==> src/rtl/ysyx_25060170_pkg.sv <==
// Shared definitions for the instruction-fetch unit: FSM state encoding,
// the all-zero instruction placed on a timed-out fetch, and the default
// timeout length.
package ysyx_25060170_pkg;

    // Fetch FSM states
    typedef enum logic [1:0] {
        ST_IDLE = 2'd0,   // waiting for a PC from the PC stage
        ST_REQ  = 2'd1,   // presenting the read request to memory
        ST_WAIT = 2'd2,   // request accepted, waiting for the response
        ST_OUT  = 2'd3    // holding the instruction for the IDU
    } ifetch_state_e;

    // Instruction word reported on a timed-out fetch (never executed: inst_err=1)
    localparam logic [31:0] INST_ZERO = 32'h0000_0000;

    // Default number of WAIT cycles before a fetch is declared timed out
    localparam int unsigned TIMEOUT_CYCLES_DEF = 16;

endpackage

==> src/rtl/ysyx_25060170_ifetch.sv <==
// Instruction-fetch unit: takes one PC at a time, issues a single read to
// instruction memory, and hands the returned word to the IDU. A flush from
// the jump path kills the fetch in flight; a response already owed by memory
// for a killed fetch is swallowed through the drop flag.
//
// Optional feature: define YSYX_IFETCH_TIMEOUT_EN to add a WAIT-state
// watchdog. After TIMEOUT_CYCLES WAIT cycles without a response the unit
// presents inst=0 with inst_err=1 and drops the late response when it comes.
// Without the macro inst_err is tied low and WAIT waits indefinitely.
module ysyx_25060170_ifetch
    import ysyx_25060170_pkg::*;
#(
    parameter int unsigned TIMEOUT_CYCLES = TIMEOUT_CYCLES_DEF
) (
    input  logic        clk,
    input  logic        rst,
    // PC stage
    input  logic [31:0] pc_i,
    input  logic        pc_valid,
    output logic        pc_ready,
    input  logic        flush,
    // instruction memory
    output logic        mem_req_valid,
    input  logic        mem_req_ready,
    output logic [31:0] mem_req_addr,
    input  logic        mem_resp_valid,
    input  logic [31:0] mem_resp_data,
    // IDU
    output logic        inst_valid,
    input  logic        inst_ready,
    output logic [31:0] inst,
    output logic [31:0] inst_pc,
    output logic        inst_err
);

    ifetch_state_e r_state;
    ifetch_state_e w_state_next;

    logic [31:0] r_pc;          // latched fetch PC (request address and inst_pc)
    logic [31:0] r_inst;        // latched instruction word
    logic        r_drop;        // next response in WAIT belongs to a dead fetch
    logic        w_drop_next;
    logic        w_pc_load;
    logic        w_inst_load;
    logic        w_timeout;     // watchdog fires and the fetch reports an error
    logic        w_timeout_hit; // watchdog limit reached this WAIT cycle

`ifdef YSYX_IFETCH_TIMEOUT_EN
    localparam int unsigned CNT_W = (TIMEOUT_CYCLES > 1) ? $clog2(TIMEOUT_CYCLES) : 1;

    logic [CNT_W-1:0] r_cnt;
    logic             r_err;

    // The limit is hit on the last silent WAIT cycle, so OUT follows exactly
    // TIMEOUT_CYCLES WAIT cycles after the memory handshake.
    assign w_timeout_hit = (r_state == ST_WAIT) && !mem_resp_valid
                         && (r_cnt == CNT_W'(TIMEOUT_CYCLES - 1));

    // Watchdog counter: zero outside WAIT, counts silent WAIT cycles
    always_ff @(posedge clk or negedge rst) begin
        if (!rst) begin
            r_cnt <= '0;
        end else if (r_state != ST_WAIT) begin
            r_cnt <= '0;
        end else if (!mem_resp_valid && !w_timeout_hit) begin
            r_cnt <= r_cnt + CNT_W'(1);
        end
    end

    // Error flag travels with the instruction it describes
    always_ff @(posedge clk or negedge rst) begin
        if (!rst) begin
            r_err <= 1'b0;
        end else if (w_inst_load) begin
            r_err <= 1'b0;
        end else if (w_timeout) begin
            r_err <= 1'b1;
        end
    end

    assign inst_err = r_err;
`else
    // The timeout length only matters when the watchdog is built in.
    logic w_unused_timeout;
    assign w_unused_timeout = ^TIMEOUT_CYCLES;

    assign w_timeout_hit = 1'b0;
    assign inst_err      = 1'b0;
`endif

    // State register
    always_ff @(posedge clk or negedge rst) begin
        // NOTE: sequential state is written with <= so every register samples
        // the pre-edge values and the order of statements cannot matter.
        if (!rst) begin
            r_state <= ST_IDLE;
        end else begin
            r_state <= w_state_next;
        end
    end

    // Next-state logic; flush is examined first in every state
    always_comb begin
        // NOTE: every output of this block gets a default first, so no path
        // leaves one unassigned and no latch is inferred.
        w_state_next = r_state;
        w_drop_next  = r_drop;
        w_pc_load    = 1'b0;
        w_inst_load  = 1'b0;
        w_timeout    = 1'b0;
        unique case (r_state)
            ST_IDLE: begin
                if (!flush && pc_valid) begin
                    w_state_next = ST_REQ;
                    w_pc_load    = 1'b1;
                end
            end
            ST_REQ: begin
                if (mem_req_ready) begin
                    // Memory now owes a response; a flush here must swallow it.
                    w_state_next = ST_WAIT;
                    if (flush) begin
                        w_drop_next = 1'b1;
                    end
                end else if (flush) begin
                    w_state_next = ST_IDLE;
                end
            end
            ST_WAIT: begin
                if (mem_resp_valid) begin
                    if (flush || r_drop) begin
                        // The response is for a dead fetch: discard it.
                        w_state_next = ST_IDLE;
                        w_drop_next  = 1'b0;
                    end else begin
                        w_state_next = ST_OUT;
                        w_inst_load  = 1'b1;
                    end
                end else if (flush) begin
                    w_drop_next = 1'b1;
                end else if (w_timeout_hit) begin
                    if (r_drop) begin
                        // Already killed: nothing worth reporting to the IDU.
                        w_state_next = ST_IDLE;
                    end else begin
                        w_state_next = ST_OUT;
                        w_timeout    = 1'b1;
                        w_drop_next  = 1'b1;
                    end
                end
            end
            ST_OUT: begin
                if (flush || inst_ready) begin
                    w_state_next = ST_IDLE;
                end
            end
            default: begin
                w_state_next = ST_IDLE;
            end
        endcase
    end

    // Datapath holding registers: PC, instruction word and drop flag
    always_ff @(posedge clk or negedge rst) begin
        if (!rst) begin
            r_pc   <= '0;
            r_inst <= '0;
            r_drop <= 1'b0;
        end else begin
            r_drop <= w_drop_next;
            if (w_pc_load) begin
                r_pc <= pc_i;
            end
            if (w_inst_load) begin
                r_inst <= mem_resp_data;
            end else if (w_timeout) begin
                r_inst <= INST_ZERO;
            end
        end
    end

    // Handshake outputs decoded from the state; nothing is accepted in reset
    always_comb begin
        pc_ready      = 1'b0;
        mem_req_valid = 1'b0;
        inst_valid    = 1'b0;
        unique case (r_state)
            ST_IDLE: pc_ready      = rst && !flush;
            ST_REQ:  mem_req_valid = 1'b1;
            ST_OUT:  inst_valid    = 1'b1;
            default: ;
        endcase
    end

    assign mem_req_addr = r_pc;
    assign inst         = r_inst;
    assign inst_pc      = r_pc;

endmodule

==> config.mk <==
export PLATFORM = sky130hd
export DESIGN_NAME = ysyx_25060170_ifetch
export DESIGN_NICKNAME = d
export VERILOG_FILES = /design/src/rtl/ysyx_25060170_pkg.sv /design/src/rtl/ysyx_25060170_ifetch.sv
export SDC_FILE = /design/constraint.sdc
export NUM_CORES = 1
export LEC_CHECK = 0
export BUFFER_PORTS_ARGS = -buffer_cell sky130_fd_sc_hd__buf_2
export CAP_MARGIN = 25
export CORE_UTILIZATION = 44
export DETAILED_ROUTE_END_ITERATION = 16
export HOLD_SLACK_MARGIN = 0.15
export MAX_ROUTING_LAYER = met4
export PLACE_DENSITY = 0.8
export SLEW_MARGIN = 5
export SYNTH_ARGS = -nofsm -noshare
export SYNTH_HDL_FRONTEND = slang
export SYNTH_SLANG_ARGS = --single-unit
==> constraint.sdc <==
create_clock -name clk -period 1.9 [get_ports clk]
set_input_delay 0.38 -clock clk [delete_from_list [all_inputs] [get_ports clk]]
set_output_delay 0.38 -clock clk [all_outputs]
set_load 0.02 [all_outputs]
==> flow_metrics.env <==
export IMPL_cts_setup_buffers=0
export IMPL_synth_edf_count=0
export IMPL_clkSinkCount=67
export IMPL_place_congestion=0.786
export IMPL_grt_pass1_wl_um=9450
export IMPL_p_leak_nw=2.13
export IMPL_grt_overflow=0
export IMPL_finalHoldViolations=0
export IMPL_area_growth_pct=28.6
export IMPL_regArea_um2=1680
export IMPL_fin_worst_skew_ns=0.0121
export IMPL_syn_area_um2=3030
export IMPL_cts_resized_gates=0
export IMPL_vias_per_cell=4.70
export IMPL_wl_per_cell_um=14.5
export IMPL_async_reset_ff_frac=1.00
export IMPL_yosys_most_used_dff="dfrtp_1"
export IMPL_drt_pass1_iter_count=10
export IMPL_cpPeakStageDelay_ns=0.43
export IMPL_cts_root_buffer="clkbuf_8"
export IMPL_ys_types=21
export IMPL_yosysMostFrequentCell="dfrtp_1"
export IMPL_worstPathMaxFanout=5
export IMPL_hpwlAfterDp_um=4580
export IMPL_pin_count=171
export IMPL_synth_area_per_cell_um2=15.3
export IMPL_finalWirelength_um=6140
export IMPL_period_minus_slack_ns=1.78
export IMPL_cts_clk_slew_worst_paths_ns=0.08
export IMPL_grt_antenna_before_repair=0
export IMPL_critPathArrivalTime_ns=1.40
export IMPL_setup_viol=0
export IMPL_synth_common_cells="dfrtp_1, mux2_2, buf_4"
export IMPL_numCtsBuffers=9
export IMPL_n_antenna_cell=0
export IMPL_fin_tns_setup_ns=0
export IMPL_worst_setup_path_end_kind="output port"
export IMPL_ant_nets=0
export IMPL_violations="design-rule violations"
export IMPL_irDropWorstVdd_v=0.000784
export IMPL_cts_hold_buffers=0
export IMPL_cts_tree="done"
export IMPL_nNetsFinal=419
export IMPL_critPathBufInv=2
export IMPL_critPathRequiredTime_ns=1.52
export IMPL_initialDrtViolationCount=73
export IMPL_synth_fp_nets=275
export IMPL_path_cells="inv_1 > ha_2 > nand2_1 > nor2_1 > buf_2"
export IMPL_multi_input_area_um2=1040
export IMPL_max_freq_mhz=563
export IMPL_worstHoldPathType="in -> reg"
export IMPL_critPathSlowestCell="dfrtp_1"
export IMPL_ys_seq_area_frac=0.554
export IMPL_synthTopCellsByArea="dfrtp_1, mux2_4, mux2_2"
export IMPL_rsz0062_at_grt="no"
export IMPL_slew_limit_headroom=0.447
export IMPL_coreArea_um2=6490
export IMPL_num_rows=29
export IMPL_grt_use_total=0.178
export IMPL_drv_slew=0
export IMPL_maxCapViolations=0
export IMPL_dieHeight_um=84.9
export IMPL_drive_gt1_frac=0.746
export IMPL_status="finished, violations left"
export IMPL_clk_insertion_delay_late_ns=0.33
export IMPL_critPathLaunchType="flop"
export IMPL_period_share=0.935
export IMPL_die_w_um=84.9
export IMPL_cpLargestDelayFamily="flip-flops"
export IMPL_start_util=0.466
export IMPL_vias=1988
export IMPL_drcViolationCount=13
export IMPL_fillerInstances=514
export IMPL_synth_seq_cells=67
export IMPL_clock_path_buffers=2
export IMPL_h_tree_depth=3
export IMPL_grt_max_degree=68
export IMPL_io_buffers=169
export IMPL_yosys_warnings=0
export IMPL_grt_pass1_vias=1974
export IMPL_die_area_um2=7210
export IMPL_synth_top_area_frac=0.554
export IMPL_power_density_nw_per_um2=1710
export IMPL_crit_type="reg -> out"
export IMPL_synth_cells=198
export IMPL_worst_pin_slew_ns=0.829
export IMPL_post_route_util=0.599
export IMPL_yosys_area_top_type="dfrtp_1"
-- cell type report --
class / count / share of cell area
Timing Repair Buffer: 173 / 0.232
Multi-Input combinational cell: 88 / 0.267
Sequential cell: 67 / 0.431
Tap cell: 77 / 0.0248
Clock inverter: 5 / 0.00772
Inverter: 3 / 0.00289
Clock buffer: 10 / 0.0354
-- where the power goes --
part | switching [mW] | total [mW] | internal (mW) | leakage [nW]
clock | 0.507 | 1.00 | 0.494 | 0.0839
sequential | 0.369 | 2.38 | 2.01 | 0.855
combinational | 1.92 | 3.27 | 1.35 | 1.19
-- through the flow --
stage	total power, mW	area (um2)	cells	hold slack [ns]	setup slack (ns)
2_1_floorplan	4.96	3030	198	0.0844	0.157
3_3_place_gp	5.59	3710	408	0.485	0.210
3_5_place_dp	5.69	3710	408	0.487	0.0903
4_1_cts	6.72	3880	423	0.259	0.0746
5_1_grt	7.03	3890	423	0.258	0.00306
6_report	6.66	3890	423	0.278	0.123
-- registers in the layout, indices dropped and copies added (netlist names) --
signal	cells
inst	32
inst_pc	32
r_state	2
r_drop	1
-- worst paths after layout --
kind,startpoint,slack (ns),end,depth (start not counted)
min in group asynchronous,rst,0.31,inst_pc[17],2
setup reg to reg,r_state[1],0.16,r_state[1],6
max in group asynchronous,rst,1.04,r_drop,2
hold reg to reg,inst[9],0.51,inst[9],1
setup / recovery,r_state[1],0.12,pc_ready,5
hold / removal,pc_i[13],0.28,inst_pc[13],2
-- cells by family (layout without fill, tap and decap cells) --
kind of cell    count (synthesis)  in the layout  synth area share
buf+inv                        43            191             0.105
simple gates                    9              9            0.0182
mux                            66             66             0.282
compound gates                  6              6            0.0137
other cells                     1              1           0.00124
flops                          67             67             0.554
fa+ha+maj                       6              6            0.0248
-- layout by cell type (no fill, tap or decap), types with 2 or more instances in the layout --
cell type,count
nor2_1,2
ha_1,5
dfrtp_1,67
clkbuf_8,10
buf_12,2
mux2_4,30
buf_2,169
clkinvlp_4,2
mux2_2,35
clkinv_2,3
a21oi_1,2
buf_4,2
nand2b_1,3
inv_1,2
-- metal layers --
| layer | track usage | routed length (um) | vias to the layer above |
|---|---|---|---|
| met3 | 0.0418 | 398 | 11 |
| met1 | 0.198 | 2390 | 948 |
| met4 | 0.0709 | 104 | 0 |
| met2 | 0.309 | 3250 | 100 |
| met5 | - | 0 | - |
| li1 | - | - | 929 |
(Power assumes the default switching activity.)
